[src/rtl/pipe_stage_regs.sv]
// IF/ID, ID/EX and EX/MEM pipeline registers of the RV32 core. Obeys hazard_unit's
// stall/flush/interrupt requests, captures the interrupt return PC and counts events.
module pipe_stage_regs #(
  parameter int          XLEN  = 32,
  parameter logic [31:0] NOP   = 32'h0000_0013,
  parameter int          CNT_W = 16
) (
  input  logic             clk,
  input  logic             reset,
  input  logic [31:0]      inst_fetch,
  input  logic [XLEN-1:0]  pc_fetch,
  input  logic             fetch_valid,
  input  logic             reg_wr_dec,
  input  logic             mem_read_dec,
  input  logic             stall,
  input  logic             flush_sel,
  input  logic             interupt_sel,
  output logic [31:0]      inst_dec,
  output logic [XLEN-1:0]  pc_dec,
  output logic [31:0]      inst_exec,
  output logic [XLEN-1:0]  pc_exec,
  output logic             mem_read,
  output logic [31:0]      inst_mem,
  output logic             reg_wr,
  output logic             valid_exec,
  output logic             valid_mem,
  output logic [XLEN-1:0]  epc,
  output logic [CNT_W-1:0] stall_cnt,
  output logic [CNT_W-1:0] flush_cnt
);

  typedef enum logic [1:0] {
    ADV_NORMAL = 2'd0,
    ADV_STALL  = 2'd1,
    ADV_FLUSH  = 2'd2,
    ADV_IRQ    = 2'd3
  } adv_e;

  localparam logic [XLEN-1:0]  PC_ZERO = {XLEN{1'b0}};
  localparam logic [CNT_W-1:0] CNT_ONE = {{(CNT_W-1){1'b0}}, 1'b1};
  localparam logic [CNT_W-1:0] CNT_MAX = {CNT_W{1'b1}};

  function automatic logic [CNT_W-1:0] sat_inc(input logic [CNT_W-1:0] v);
    if (v == CNT_MAX) begin
      sat_inc = CNT_MAX;
    end else begin
      sat_inc = v + CNT_ONE;
    end
  endfunction

  logic [31:0]      inst_dec_q,  inst_dec_d;
  logic [XLEN-1:0]  pc_dec_q,    pc_dec_d;
  logic             valid_dec_q, valid_dec_d;
  logic [31:0]      inst_exec_q, inst_exec_d;
  logic [XLEN-1:0]  pc_exec_q,   pc_exec_d;
  logic             valid_exec_q, valid_exec_d;
  logic             mem_read_q,  mem_read_d;
  logic             reg_wr_exec_q, reg_wr_exec_d;
  logic [31:0]      inst_mem_q,  inst_mem_d;
  logic             valid_mem_q, valid_mem_d;
  logic             reg_wr_mem_q, reg_wr_mem_d;
  logic [XLEN-1:0]  epc_q,       epc_d;
  logic [CNT_W-1:0] stall_cnt_q, stall_cnt_d;
  logic [CNT_W-1:0] flush_cnt_q, flush_cnt_d;
  adv_e             mode_s;

  // Resolve this cycle's pipeline action: interrupt > flush > stall > advance.
  always_comb begin
    if (interupt_sel) begin
      mode_s = ADV_IRQ;
    end else if (flush_sel) begin
      mode_s = ADV_FLUSH;
    end else if (stall) begin
      mode_s = ADV_STALL;
    end else begin
      mode_s = ADV_NORMAL;
    end
  end

  // Next-state for every stage register, counter and the return PC.
  always_comb begin
    inst_dec_d    = inst_dec_q;
    pc_dec_d      = pc_dec_q;
    valid_dec_d   = valid_dec_q;
    inst_exec_d   = NOP;
    pc_exec_d     = PC_ZERO;
    valid_exec_d  = 1'b0;
    mem_read_d    = 1'b0;
    reg_wr_exec_d = 1'b0;
    // The oldest stage always drains, whatever happens in front of it.
    inst_mem_d    = inst_exec_q;
    valid_mem_d   = valid_exec_q;
    reg_wr_mem_d  = reg_wr_exec_q;
    epc_d         = epc_q;
    stall_cnt_d   = stall_cnt_q;
    flush_cnt_d   = flush_cnt_q;

    case (mode_s)
      ADV_IRQ, ADV_FLUSH: begin
        inst_dec_d  = NOP;
        pc_dec_d    = PC_ZERO;
        valid_dec_d = 1'b0;
        flush_cnt_d = sat_inc(flush_cnt_q);
      end
      ADV_STALL: begin
        stall_cnt_d = sat_inc(stall_cnt_q);
      end
      ADV_NORMAL: begin
        inst_dec_d    = inst_fetch;
        pc_dec_d      = pc_fetch;
        valid_dec_d   = fetch_valid;
        inst_exec_d   = inst_dec_q;
        pc_exec_d     = pc_dec_q;
        valid_exec_d  = valid_dec_q;
        mem_read_d    = mem_read_dec & valid_dec_q;
        reg_wr_exec_d = reg_wr_dec & valid_dec_q;
      end
      default: begin
        stall_cnt_d = stall_cnt_q;
      end
    endcase

    // Return to the oldest instruction that has not yet been squashed.
    if (mode_s == ADV_IRQ) begin
      if (valid_exec_q) begin
        epc_d = pc_exec_q;
      end else if (valid_dec_q) begin
        epc_d = pc_dec_q;
      end else begin
        epc_d = pc_fetch;
      end
    end else begin
      epc_d = epc_q;
    end
  end

  // State registers with asynchronous active-low clear.
  always_ff @(posedge clk or negedge reset) begin
    if (!reset) begin
      inst_dec_q    <= NOP;
      pc_dec_q      <= PC_ZERO;
      valid_dec_q   <= 1'b0;
      inst_exec_q   <= NOP;
      pc_exec_q     <= PC_ZERO;
      valid_exec_q  <= 1'b0;
      mem_read_q    <= 1'b0;
      reg_wr_exec_q <= 1'b0;
      inst_mem_q    <= NOP;
      valid_mem_q   <= 1'b0;
      reg_wr_mem_q  <= 1'b0;
      epc_q         <= PC_ZERO;
      stall_cnt_q   <= {CNT_W{1'b0}};
      flush_cnt_q   <= {CNT_W{1'b0}};
    end else begin
      inst_dec_q    <= inst_dec_d;
      pc_dec_q      <= pc_dec_d;
      valid_dec_q   <= valid_dec_d;
      inst_exec_q   <= inst_exec_d;
      pc_exec_q     <= pc_exec_d;
      valid_exec_q  <= valid_exec_d;
      mem_read_q    <= mem_read_d;
      reg_wr_exec_q <= reg_wr_exec_d;
      inst_mem_q    <= inst_mem_d;
      valid_mem_q   <= valid_mem_d;
      reg_wr_mem_q  <= reg_wr_mem_d;
      epc_q         <= epc_d;
      stall_cnt_q   <= stall_cnt_d;
      flush_cnt_q   <= flush_cnt_d;
    end
  end

  assign inst_dec   = inst_dec_q;
  assign pc_dec     = pc_dec_q;
  assign inst_exec  = inst_exec_q;
  assign pc_exec    = pc_exec_q;
  assign mem_read   = mem_read_q;
  assign inst_mem   = inst_mem_q;
  assign reg_wr     = reg_wr_mem_q;
  assign valid_exec = valid_exec_q;
  assign valid_mem  = valid_mem_q;
  assign epc        = epc_q;
  assign stall_cnt  = stall_cnt_q;
  assign flush_cnt  = flush_cnt_q;

endmodule

[config.mk]
export PLATFORM = sky130hd
export DESIGN_NAME = pipe_stage_regs
export DESIGN_NICKNAME = d
export VERILOG_FILES = /design/src/rtl/pipe_stage_regs.sv
export SDC_FILE = /design/constraint.sdc
export NUM_CORES = 1
export LEC_CHECK = 0
export ABC_AREA = 1
export CORE_UTILIZATION = 49
export CTS_CLUSTER_DIAMETER = 100
export DETAILED_ROUTE_END_ITERATION = 10
export PLACE_DENSITY_LB_ADDON = 0.2
export SYNTH_ARGS = -nofsm -noshare
export SYNTH_HDL_FRONTEND = slang
export SYNTH_SLANG_ARGS = --single-unit
[constraint.sdc]
create_clock -name clk -period 2.3 [get_ports clk]
set_clock_uncertainty 0.2 [all_clocks]
set_input_delay 0.23 -clock clk [delete_from_list [all_inputs] [get_ports clk]]
set_output_delay 0.23 -clock clk [all_outputs]
set_load 0.03 [all_outputs]
Word level (Yosys, flattened, before mapping)
Index checks and enable logic that the tools add are counted.

Register bits after elaboration: 230. Output and inout bits: 228. Bits of input ports: 72. Word-level logic and storage cells: 41.

Multiplexer cells: 15. Eq/ne operators: 5. Add/sub/neg operators: 2. Bitwise logic cells: 2. Reduce and logical (&&, ||, !) cells: 3.

Operators by type and width (number): $mux 32 (4); $pmux 32 s2 (2); $add 16x1->16 const B (2); $eq 16x16->1 const B (2); $mux 16 (2); $eq 2x2->1 const B (2); $mux 1 (4); $mux 2 (2); $and 1x1->1 (2); $eq 2x1->1 const B (1); $logic_not 2->1 (1); $pmux 1 s2 (1); $reduce_bool 2->1 (1); $reduce_or 2->1 (1).

Longest topological paths before layout
Word-level depth: 6. Gate-level depth with buffers: 9. Gate-level depth less buffers: 8.

Least setup slack after synthesis
No wires, ideal clock.

Path kind: register -> register. Start point: reg stall_cnt_q[0], in the netlist stall_cnt[0]. End point: reg stall_cnt_q[14], in the netlist stall_cnt[14]. Arrival time: 1.473 ns. Required time: 1.982 ns. Clock period less this slack: 1.791 ns. Path buffers: 0. Path slack: 0.509 ns. Cell stages (with the launch flop): 9. Library setup time: 0.118 ns. Cell sequence: dfrtp_1 ha_1 nand3_1 nor2_8 nand2_1 inv_2 nand2_1 nand2_1 nand2_1.

Longest elaborated chain between the ends: 2. Elaborated cells on any way between the ends: 3. Classes of those cells: add/sub: 1; eq/ne: 1; mux: 1.

Ends and longest elaborated chain: from (decl) (line 63) `logic [CNT_W-1:0] stall_cnt_q, stall_cnt_d;`; from (signal assigned) (line 152) `stall_cnt_q <= {CNT_W{1'b0}};`; from (signal assigned) (line 167) `stall_cnt_q <= stall_cnt_d;`; $add 16x1->16 / $eq 16x16->1 (equally long branches) (line 47, 44); $mux 16 (*) (line 44) `if (v == CNT_MAX) begin`.

Mark *: on every way between the ends. The rest lies on a longest branch, timed or not. A chain may end at the register's enable or synchronous reset.

Worst setup path in the final report
Start point: reg inst_exec_q[0], in the netlist inst_exec[0]. End point: out inst_exec[0].

RTL lines: from (decl) (line 54) `logic [31:0] inst_exec_q, inst_exec_d;`; from (signal assigned) (line 158) `inst_exec_q <= inst_exec_d;`; to (decl) (line 20) `output logic [31:0] inst_exec,`.

No word-level cell between the ends.

==> results by group <==
Outcome
  • Run status: complete, no violations

STA
  • Setup slack after layout: 0.1044 ns
  • Fin. max-slew vios: 0
  • Maximum achievable frequency: 0.4555 GHz
  • Final number of setup-violating endpoints: 0
  • Setup TNS Final: 0 ns
  • Final number of hold-violating endpoints: 0
  • RSZ-0062 raised after global routing: no
  • Min Hold Slack: 0.02793 ns
  • Post-route minimum period: 2.196 ns
  • Transition at the pin with the smallest max-transition slack: 0.4929 ns
  • Period utilization: 95.46%
  • Remaining max-slew budget at the tightest pin: 67.14%

Route
  • Detailed-route wire length on metal 1: 9954 um
  • Number of violations reported at the end of detailed-routing iteration 0: 438
  • Top Metal Used: met4
  • Sum of routed wire length over all layers: 25230 um
  • Routed wire length on met3: 2034 um
  • Post-DRT Antenna Nets: 0
  • Routed wirelength normalized by instance count: 17.11 um
  • Via count of the routed design: 7586
  • Detailed-route DRC error count: 0
  • Routed met2 length: 12510 um
  • Router iterations before antenna repair: 7
  • Per-cell via count in the routed design: 5.147

Finish
  • Total inserted antenna cells: 0
  • Area growth from synthesis to final layout: 45.22%
  • Post-layout net count: 1302
  • Fill cells: 1321
  • Multi-input gate area in the final layout: 0.002633 mm2
  • Reg area: 0.005768 mm2
  • Fraction of final layout cells with drive strength greater than 1: 7.791%
  • Final std cells w/o fill: 1474

Power and ir drop
  • Worst IR drop on VDD: 0.7378 mV
  • Total Power Consumption: 9.839 mW
  • Leak: 5.756 nW
  • Power density normalized to cell area: 752.0 mW/mm2

Synthesis
  • Number of nets produced by synthesis: 994
  • Post-synth cell types: 32
  • Fraction of the mapped netlist area in compound gates: 10.53%
  • Xor and xnor area share after synthesis: 0.6805%
  • Simple-gate share of the synthesized area: 17.73%
  • Proportion of register bits with asynchronous set or reset after synthesis: 100.0%
  • Main flop type after synthesis: sky130_fd_sc_hd__dfrtp_1
  • FF+latch count, synth: 230
  • Yosys synthesis warning count: 0
  • Summed instance area of the synthesized netlist: 0.009010 mm2
  • Dominant combinational cell family by area after synthesis: simple AND/OR/NAND/NOR gates
  • EDFF count, synth: 0
  • Biggest area consumer among synthesized cells: sky130_fd_sc_hd__dfrtp_1
  • Most repeated cell in the gate-level netlist after synthesis: sky130_fd_sc_hd__dfrtp_1
  • Avg Inst Size Synth: 9.793 um2
  • Gate count after technology mapping: 920
  • Most area-consuming cells after synthesis: sky130_fd_sc_hd__dfrtp_1, sky130_fd_sc_hd__nand2_1, sky130_fd_sc_hd__nor2_1, sky130_fd_sc_hd__inv_1, sky130_fd_sc_hd__a21oi_1
  • Multiplexer fraction of the synthesized cell area: 0%
  • Post-synthesis sequential area ratio: 64.00%
  • Most used standard cells in the synthesized netlist: sky130_fd_sc_hd__dfrtp_1, sky130_fd_sc_hd__nand2_1, sky130_fd_sc_hd__nor2_1
  • Area share of the largest cell type after synthesis: 61.38%
  • Post-synthesis share of cell area spent on full adders, half adders and majority gates: 0.2777%

GRT
  • GRT overflow: 0
  • Initial antenna violation count: 0
  • Largest net degree at the start of global routing: 70
  • Number of global-route vias before repair: 7341
  • GRT Total Usage: 26.49%
  • Wire length of the first global-routing pass: 38350 um

Flow run
  • Max_cap viols: 0

CTS
  • Library cell used as clock root buffer: sky130_fd_sc_hd__clkbuf_16
  • Clock Sinks: 230
  • Cts-stage hold buffer count: 2
  • Maximum clock insertion buffer count: 3
  • Post-cts sizing count: 0
  • Clock latency of the later-clocked register in the worst-skew pair: 0.51 ns
  • TritonCTS clock tree: yes
  • # Post-CTS Setup Buffers: 0
  • TritonCTS buffer count: 25
  • Post-CTS clock slew at the launch and capture registers of the worst setup and hold paths: 0.06 ns
  • Max H-tree Level: 1

Floorplan
  • Initial cell density of the core: 50.16%
  • Rows: 49
  • Core Region: 0.01796 mm2
  • Die Outline Area: 0.01893 mm2
  • Die X-Extent: 137.6 um
  • Num ports: 300
  • Chip height: 137.6 um

Critical path
  • Endpoint arrival time on the critical path: 1.77 ns
  • Endpoint required time on the critical path: 1.87 ns
  • Ordered cell list for the critical path: clkdlybuf4s50_1
  • Slowest cell on the critical path: sky130_fd_sc_hd__clkdlybuf4s50_1
  • Cell class contributing the biggest share of worst-path delay: buffers and inverters
  • Origin of the critical flop-to-flop path: flush_cnt[1]
  • Maximum cell stage delay along the critical path: 0.72 ns
  • Critical Path Source Type: flop
  • Register-to-register setup slack: 0.47 ns
  • Crit. path cell count: 1
  • Critical Path Source: inst_exec[0]
  • Endpoint class of the critical path: output port
  • Capture point of the worst reg-to-reg path: flush_cnt[14]
  • Worst Path Class, Setup: flop to output port
  • Maximum fanout along the worst path: 2
  • Buffering stage count on the worst path with inverters included: 1
  • Reg2Reg Depth: 6

Place
  • Port Buffers: 299
  • Half-perimeter wire length after placement: 17280 um
  • Weighted congestion at the end of routability-driven global placement: 0.8566
  • Post-placement cell count: 1428
  • Placement-stage worst setup slack: 0.2348 ns

Worst hold path
  • Min-delay worst type: primary input to asynchronous set/reset pin
-- how the worst max path moves through the flow --
stage	endpoint
detailed placement	pc_dec[29]
global placement	pc_dec[26]
global route	inst_exec[0]
finish	inst_exec[0]
CTS	inst_exec[0]
floorplan	stall_cnt[14]
-- cells by family after synthesis --
group	count (synthesis)
AOI/OAI and AO/OA	173
xor gates and xnor gates	7
adders and majority gates	2
buffers and inverters	141
DFF	230
and+or+nand+nor	367
-- stage by stage --
stage | cell area [um2] | utilization, %
after floorplan | 9010 | -
after global placement | 12280 | 68.38
after detailed placement | 12280 | 68.38
after CTS | 13080 | 72.84
after global routing | 13080 | 72.84
final | 13080 | 72.84
-- state kept, by name, summed over array words and instances (netlist names) --
name and count:
reg_wr 1, valid_exec 1, pc_exec 32, reg_wr_exec_q 1, pc_dec 32, valid_dec_q 1
inst_dec 32, inst_exec 32, stall_cnt 16, flush_cnt 16, mem_read 1, inst_mem 32
epc 32, valid_mem 1
-- cells in the final DEF, fill, tap and decap left out, types with 8 or more instances in the layout --
master / Yosys / layout
sky130_fd_sc_hd__a21oi_1: 70 / 70
sky130_fd_sc_hd__buf_4: 4 / 20
sky130_fd_sc_hd__clkbuf_1: 17 / 8
sky130_fd_sc_hd__clkbuf_16: 0 / 25
sky130_fd_sc_hd__clkdlybuf4s50_1: 0 / 296
sky130_fd_sc_hd__dfrtp_1: 221 / 220
sky130_fd_sc_hd__dfstp_2: 9 / 9
sky130_fd_sc_hd__inv_1: 94 / 94
sky130_fd_sc_hd__nand2_1: 182 / 182
sky130_fd_sc_hd__nand3_1: 25 / 25
sky130_fd_sc_hd__nor2_1: 123 / 123
sky130_fd_sc_hd__o211ai_1: 32 / 32
sky130_fd_sc_hd__o21ai_0: 63 / 63
-- per-layer routing --
metal	global-route usage (%)	vias up
li1	-	3545
met5	0	-
met4	8.730	0
met2	44.78	320
met1	33.71	3670
met3	5.850	51
-- report_power, final --
group	internal (mW)	leakage (nW)	switching, mW
combinational	0.652	2.33	0.944
sequential	4.25	3.04	0.210
clock	2.23	0.384	1.55
total	7.13	5.76	2.71
-- area by class of cell --
cell class	count	area share, %
clock buffer	40	5.747
clock inverter	4	0.2104
inverter	97	2.783
multi-input combinational	549	20.12
sequential	230	44.09
tap	229	2.190
timing repair buffer	325	24.86
Note: power is estimated with default switching activity, not from simulation.
